--- src/rtl/car_pkg.sv ---
// Shared car definitions: motor direction codes and the steering state/decision helper.
package car_pkg;

    localparam logic [1:0] BACKWARD = 2'd0;
    localparam logic [1:0] LEFT     = 2'd1;
    localparam logic [1:0] RIGHT    = 2'd2;
    localparam logic [1:0] FORWARD  = 2'd3;

    // State encoding equals the dir code so the state register drives the motor directly.
    typedef enum logic [1:0] {
        ST_SEARCH  = 2'd0,
        ST_LEFT    = 2'd1,
        ST_RIGHT   = 2'd2,
        ST_FORWARD = 2'd3
    } steer_state_t;

    function automatic steer_state_t steer_next(
        input logic         c_on,
        input logic         l_on,
        input logic         r_on,
        input steer_state_t cur
    );
        if (c_on)
            steer_next = ST_FORWARD;
        else if (l_on && !r_on)
            steer_next = ST_LEFT;
        else if (r_on && !l_on)
            steer_next = ST_RIGHT;
        else
            steer_next = cur;
    endfunction

endpackage

--- src/rtl/track_debounce.sv ---
// One track sensor: 2-FF synchroniser followed by a consecutive-cycle debounce counter.
module track_debounce #(
    parameter int DB_CYCLES = 1000
) (
    input  logic clk,
    input  logic rst,
    input  logic i_raw,
    output logic o_deb
);

    localparam int CNT_W = (DB_CYCLES < 2) ? 1 : $clog2(DB_CYCLES + 1);

    logic             r_sync_p0;
    logic             r_sync_p1;
    logic             r_deb;
    logic [CNT_W-1:0] r_cnt;

    // Off-line (1) is the safe idle value for an active-low sensor.
    always_ff @(posedge clk or posedge rst) begin
        if (rst) begin
            r_sync_p0 <= 1'b1;
            r_sync_p1 <= 1'b1;
            r_deb     <= 1'b1;
            r_cnt     <= '0;
        end else begin
            r_sync_p0 <= i_raw;
            r_sync_p1 <= r_sync_p0;
            if (r_sync_p1 == r_deb) begin
                r_cnt <= '0;
            end else if (r_cnt == CNT_W'(DB_CYCLES - 1)) begin
                r_deb <= r_sync_p1;
                r_cnt <= '0;
            end else begin
                r_cnt <= r_cnt + 1'b1;
            end
        end
    end

    assign o_deb = r_deb;

endmodule

--- src/rtl/track_follow_ctrl.sv ---
// Line-follow controller: debounced track array -> steering FSM with lost-line search,
// hysteretic obstacle stop and a ramped motor speed command.
module track_follow_ctrl
    import car_pkg::*;
#(
    parameter int N_SENS      = 5,
    parameter int DB_CYCLES   = 1000,
    parameter int LOST_CYCLES = 50000,
    parameter int PWM_W       = 10,
    parameter int SPD_LO      = 780,
    parameter int SPD_MID     = 840,
    parameter int SPD_HI      = 870,
    parameter int TURN_DROP   = 60,
    parameter int SEARCH_SPD  = 700,
    parameter int RAMP_DIV    = 1000,
    parameter int RAMP_STEP   = 10,
    parameter int STOP_NEAR   = 24,
    parameter int STOP_FAR    = 30
) (
    input  logic              clk,
    input  logic              rst,
    input  logic              run,
    input  logic [1:0]        speed_sel,
    input  logic [N_SENS-1:0] track,
    input  logic [7:0]        distance,
    input  logic              dist_valid,
    output logic [1:0]        dir,
    output logic [PWM_W-1:0]  speed,
    output logic              obstacle,
    output logic              lost
);

    localparam int CTR   = N_SENS / 2;
    localparam int LC_W  = $clog2(LOST_CYCLES + 1);
    localparam int DIV_W = $clog2(RAMP_DIV + 1);

    localparam int LO_TURN  = (SPD_LO  > TURN_DROP) ? SPD_LO  - TURN_DROP : 0;
    localparam int MID_TURN = (SPD_MID > TURN_DROP) ? SPD_MID - TURN_DROP : 0;
    localparam int HI_TURN  = (SPD_HI  > TURN_DROP) ? SPD_HI  - TURN_DROP : 0;

    localparam logic [7:0] NEAR_D = 8'(STOP_NEAR);
    localparam logic [7:0] FAR_D  = 8'(STOP_FAR);

    localparam logic [PWM_W-1:0]        STEP_U = PWM_W'(RAMP_STEP);
    localparam logic signed [PWM_W:0]   STEP_S = (PWM_W + 1)'(RAMP_STEP);

    logic [N_SENS-1:0] w_deb;
    logic [N_SENS-1:0] w_on;
    logic              w_c;
    logic              w_l;
    logic              w_r;
    logic              w_none;
    steer_state_t      w_steer;
    logic [PWM_W-1:0]  w_target;
    logic              w_tick;

    steer_state_t      r_state;
    logic [LC_W-1:0]   r_lost_cnt;
    logic              r_lost;
    logic              r_obst;
    logic [DIV_W-1:0]  r_div;
    logic [PWM_W-1:0]  r_speed;

    function automatic logic [PWM_W-1:0] forward_spd(input logic [1:0] sel, input logic turn);
        if (sel[1])
            forward_spd = turn ? PWM_W'(HI_TURN) : PWM_W'(SPD_HI);
        else if (sel[0])
            forward_spd = turn ? PWM_W'(MID_TURN) : PWM_W'(SPD_MID);
        else
            forward_spd = turn ? PWM_W'(LO_TURN) : PWM_W'(SPD_LO);
    endfunction

    // One ramp step toward the target; a remaining gap below the step snaps to the target.
    function automatic logic [PWM_W-1:0] ramp_toward(
        input logic [PWM_W-1:0] cur,
        input logic [PWM_W-1:0] tgt
    );
        logic signed [PWM_W:0] diff;
        diff = $signed({1'b0, tgt}) - $signed({1'b0, cur});
        if (diff > STEP_S)
            ramp_toward = cur + STEP_U;
        else if (diff < -STEP_S)
            ramp_toward = cur - STEP_U;
        else
            ramp_toward = tgt;
    endfunction

    for (genvar g = 0; g < N_SENS; g++) begin : g_db
        track_debounce #(
            .DB_CYCLES (DB_CYCLES)
        ) u_db (
            .clk   (clk),
            .rst   (rst),
            .i_raw (track[g]),
            .o_deb (w_deb[g])
        );
    end

    // Classify the debounced on-line set (sensors are active-low).
    assign w_on    = ~w_deb;
    assign w_c     = w_on[CTR];
    assign w_l     = |w_on[N_SENS-1:CTR+1];
    assign w_r     = |w_on[CTR-1:0];
    assign w_none  = ~|w_on;
    assign w_steer = steer_next(w_c, w_l, w_r, r_state);

    always_ff @(posedge clk or posedge rst) begin
        if (rst) begin
            r_state    <= ST_FORWARD;
            r_lost_cnt <= '0;
            r_lost     <= 1'b0;
        end else if (w_none) begin
            if (r_state != ST_SEARCH) begin
                if (r_lost_cnt == LC_W'(LOST_CYCLES - 1)) begin
                    r_state    <= ST_SEARCH;
                    r_lost     <= 1'b1;
                    r_lost_cnt <= '0;
                end else begin
                    r_lost_cnt <= r_lost_cnt + 1'b1;
                end
            end
        end else begin
            r_lost_cnt <= '0;
            r_state    <= w_steer;
            r_lost     <= (w_steer == ST_SEARCH);
        end
    end

    // Hysteresis: only fresh readings move the flag, and only past the outer thresholds.
    always_ff @(posedge clk or posedge rst) begin
        if (rst) begin
            r_obst <= 1'b0;
        end else if (dist_valid) begin
            if (distance <= NEAR_D)
                r_obst <= 1'b1;
            else if (distance >= FAR_D)
                r_obst <= 1'b0;
        end
    end

    always_comb begin
        w_target = '0;
        if (run && !r_obst) begin
            case (r_state)
                ST_FORWARD: w_target = forward_spd(speed_sel, 1'b0);
                ST_LEFT,
                ST_RIGHT:   w_target = forward_spd(speed_sel, 1'b1);
                default:    w_target = PWM_W'(SEARCH_SPD);
            endcase
        end
    end

    assign w_tick = (r_div == DIV_W'(RAMP_DIV - 1));

    always_ff @(posedge clk or posedge rst) begin
        if (rst)
            r_div <= '0;
        else if (w_tick)
            r_div <= '0;
        else
            r_div <= r_div + 1'b1;
    end

    // A zero target is a stop request and bypasses the ramp.
    always_ff @(posedge clk or posedge rst) begin
        if (rst)
            r_speed <= '0;
        else if (w_target == '0)
            r_speed <= '0;
        else if (w_tick)
            r_speed <= ramp_toward(r_speed, w_target);
    end

    assign dir      = r_state;
    assign speed    = r_speed;
    assign obstacle = r_obst;
    assign lost     = r_lost;

endmodule

--- config.mk ---
export PLATFORM = sky130hd
export DESIGN_NAME = track_follow_ctrl
export DESIGN_NICKNAME = d
export VERILOG_FILES = /design/src/rtl/car_pkg.sv /design/src/rtl/track_debounce.sv /design/src/rtl/track_follow_ctrl.sv
export SDC_FILE = /design/constraint.sdc
export NUM_CORES = 1
export LEC_CHECK = 0
export BUFFER_PORTS_ARGS = -buffer_cell sky130_fd_sc_hd__buf_2
export CELL_PAD_IN_SITES_DETAIL_PLACEMENT = 1
export CELL_PAD_IN_SITES_GLOBAL_PLACEMENT = 1
export CORE_AREA = 2 2 92 138
export CTS_CLUSTER_DIAMETER = 40
export DETAILED_ROUTE_END_ITERATION = 16
export DIE_AREA = 0 0 94 140
export PLACE_DENSITY = 0.82
export SLEW_MARGIN = 5
export SYNTH_ARGS = -nofsm -noshare
export SYNTH_HDL_FRONTEND = slang
export SYNTH_HIERARCHICAL = 1
export SYNTH_SLANG_ARGS = --single-unit
--- constraint.sdc ---
create_clock -name clk -period 11.68 [get_ports clk]
set_clock_uncertainty 0.05 [all_clocks]
set_input_delay 2.336 -clock clk [delete_from_list [all_inputs] [get_ports clk]]
set_output_delay 2.336 -clock clk [all_outputs]
set_load 0.1 [all_outputs]
==> metrics.md <==
| Metric | Value |
|---|---|
| Status | finished clean |
| Synth warn | 6 |
| DRT antenna net count | 0 |
| CTS clock-pin slew for the worst setup and hold paths | 70 ps |
| Placed Cells | 829 |
| Number of CTS-inserted buffers | 9 |
| Max-slew violation count | 0 |
| Util after Layout | 56.4% |
| Layout Nets | 727 |
| Die Width | 94 µm |
| Tot GR Track Use | 24.5% |
| Crit path DAT | 6180 ps |
| DR vias/cell | 6.03 |
| Crit path time final | 5970 ps |
| Static leakage | 0.00304 µW |
| Area grow syn2layout | 10.3% |
| Port-buffer cells | 31 |
| Rel. slew slack | 56.4% |
| Worst-path cell chain | buf_2 > nand2b_1 > clkinv_1 > o21ai_0 > inv_1 > ha_1 > nor4bb_1 > a221o_1 > a31o_2 > xor2_1 > a211oi_1 > o2111ai_1 > and2_4 > or3_1 > a31oi_1 |
| EDFF count, synth | 0 |
| I/O pins | 33 |
| Most used DFF post-synth | dfrtp_1 |
| First drt pass iteration count | 4 |
| N_diodes | 0 |
| Hold Path Class | flop to flop |
| Final hold viol count | 0 |
| Setup tns final | 0 ps |
| DRT iter0 DRCs | 137 |
| Bufs on Longest Clock Path | 2 |
| Crit. End Element | flop |
| Crit start category | input pin |
| Cts-stage hold buffer count | 0 |
| Max Cap Viol | 0 |
| Die H | 140 µm |
| WL final | 15.2 mm |
| Root Buffer | clkbuf_16 |
| Cts repair resizes | 0 |
| H-tree Lvls | 3 |
| Post-CTS Setup Inserts | 0 |
| Async SR Flop Fraction | 100% |
| Total Power | 745 µW |
| DP HPWL | 11.4 mm |
| Share of layout cells above drive strength 1 | 14.6% |
| Initial antenna violation count | 0 |
| Synthesized area per cell | 9.37 µm² |
| Least-Margin Pin Slew | 652 ps |
| Vias in the first global route | 5,479 |
| Netlist Area Pre-Place | 0.00611 mm² |
| FP Rows | 49 |
| GPL Wtd Cong | 0.870 |
| Vias post-DR | 5,096 |
| Pin count of the biggest net entering global routing | 40 |
| Worst vdd ir | 74.0 µV |
| Final Setup Violations | 0 |
| Fmax | 167 MHz |
| Clk sinks | 104 |
| Dpl ws | 5400 ps |
| Initial Util | 51.1% |
| First-pass GRT wire length | 25.9 mm |
| Total congestion overflow | 0 |
| Worst EP required | 11,890 ps |
| TritonCTS clock tree | yes |
| Mapped Cells | 652 |
| Crit Path Max Fanout | 9 |
| Post-route insts no fill | 845 |
| Slowest-stage cell, CP | ha_1 |
| Register bit total from synthesis | 104 |
| Die area | 0.0132 mm² |
| Avg WL per Cell | 18.0 µm |
| Core area | 0.0120 mm² |
| Final worst slack | 5710 ps |
| Final Cycle Share | 51.2% |
| Synth cell types | 69 |
| DR DRC count | 0 |
| CP peak stage delay | 380 ps |
| Setup Crit Path Kind | input pin to flop |
| Unrepaired setup endpoints after global routing | no |
| Clk_lat worst skew | 350 ps |
| Post-Syn Nets | 692 |
| Register area share after synthesis | 42.9% |
| Power per cell area | 111 mW/mm² |
## sequential cells by signal (all words and copies together), names as in the netlist
register	flops
obstacle	1
lost	1
r_div	10
g_db.u_db/r_cnt	50
dir	2
g_db.u_db/r_sync_p1	5
g_db.u_db/o_deb	5
r_lost_cnt	16
speed	9
g_db.u_db/r_sync_p0	5
## synthesized netlist by cell type (all sizes together), types with 2 or more instances
| cell | instances | area share [%] |
|---|---|---|
| a2111oi | 2 | 0.41 |
| a211oi | 3 | 0.45 |
| a21boi | 2 | 0.25 |
| a21oi | 22 | 1.9 |
| a221o | 2 | 0.33 |
| a311o | 5 | 0.82 |
| a31oi | 11 | 1.1 |
| and2 | 7 | 0.76 |
| and3 | 24 | 2.7 |
| and4 | 2 | 0.29 |
| and4bb | 5 | 1.0 |
| buf | 2 | 0.20 |
| clkbuf | 7 | 0.43 |
| dfrtp | 87 | 36 |
| dfstp | 17 | 7.3 |
| ha | 21 | 4.3 |
| inv | 28 | 1.7 |
| mux2 | 6 | 1.4 |
| mux2i | 4 | 0.66 |
| nand2 | 59 | 3.6 |
| nand2b | 14 | 1.4 |
| nand3 | 46 | 3.8 |
| nand4 | 10 | 1.5 |
| nor2 | 73 | 4.5 |
| nor2b | 5 | 0.51 |
| nor3 | 18 | 1.5 |
| nor4 | 2 | 0.20 |
| nor4b | 7 | 1.6 |
| nor4bb | 3 | 0.49 |
| o2111ai | 3 | 0.43 |
| o211a | 6 | 0.98 |
| o211ai | 6 | 0.74 |
| o21a | 6 | 0.86 |
| o21ai | 45 | 3.7 |
| o21bai | 6 | 0.74 |
| o311ai | 2 | 0.29 |
| or2 | 2 | 0.20 |
| or3 | 9 | 0.92 |
| xnor2 | 28 | 4.0 |
| xor2 | 29 | 4.2 |
## where the power goes
part           leakage [µW]  internal, µW  switching (µW)  total (µW)
clock              0.000143           173             134         307
combinational       0.00153          22.5            40.1        62.6
sequential          0.00137           368            7.62         375
## cells by family (layout without fill, tap and decap cells)
group | Yosys count | after routing | synth area share (%)
and+or+nand+nor | 290 | 290 | 25.7
AOI/OAI and AO/OA | 131 | 131 | 14.4
DFF | 104 | 104 | 42.9
xor gates and xnor gates | 57 | 57 | 8.17
buffers and inverters | 38 | 78 | 2.42
adders and majority gates | 21 | 21 | 4.30
muxes | 10 | 10 | 2.07
other | 1 | 1 | 0.0614
## metrics by stage
| step | hold WS, ps | instance area, µm² |
|---|---|---|
| floorplan | 295 | 6110 |
| global placement | 295 | 6440 |
| detailed placement | 297 | 6440 |
| CTS | 308 | 6740 |
| global route | 313 | 6740 |
| finish | 306 | 6740 |
## final timing paths
path / startpoint / endpoint / slack, ps / cells past startpoint
hold reg to reg: g_db[1].u_db/r_sync_p0 / g_db[1].u_db/r_sync_p1 / 310 / 0
hold / removal: g_db[1].u_db/r_sync_p0 / g_db[1].u_db/r_sync_p1 / 310 / 0
setup / recovery: run / speed[1] / 5710 / 15
max in group asynchronous: rst / dir[1] / 9050 / 3
setup reg to reg: dir[0] / speed[1] / 7170 / 16
min in group asynchronous: rst / g_db[2].u_db/r_cnt[9] / 2030 / 2
## layer usage
metal,GRT usage (%),up-vias,routed length [µm]
li1,-,2410,-
met1,27.1,2586,6040
met2,46.3,74,8390
met3,3.12,26,323
met4,9.84,0,452
met5,0,-,0
## area by class of cell
cell class,instances,area (µm²)
clock inverters,4,51.3
flip-flops and latches,104,2620
inverters,29,109
fillers,1388,5220
repair buffers,33,170
well taps,153,191
multi-input cells,510,3350
clock buffers,12,246
## worst max-delay path, delay by kind of cell
family,cells,cell delay (ps)
buffers and inverters,3,560
AOI/OAI and AO/OA,6,1600
xor gates and xnor gates,1,160
adders and majority gates,1,380
and+or+nand+nor,4,1140
## layout by cell type, fill, tap and decap left out, types with 9 or more instances in the layout
master,instances
and3_2,10
xor2_1,29
nor3_1,18
nand2_1,59
inv_1,28
xnor2_1,28
or3_1,9
clkbuf_16,9
a31oi_1,11
o21ai_0,44
nand3_1,46
a21oi_1,21
ha_1,21
buf_2,31
nor2_1,72
nand2b_1,14
dfstp_2,17
dfrtp_1,87
and3_1,14
Power figures use the tool's default switching activity.
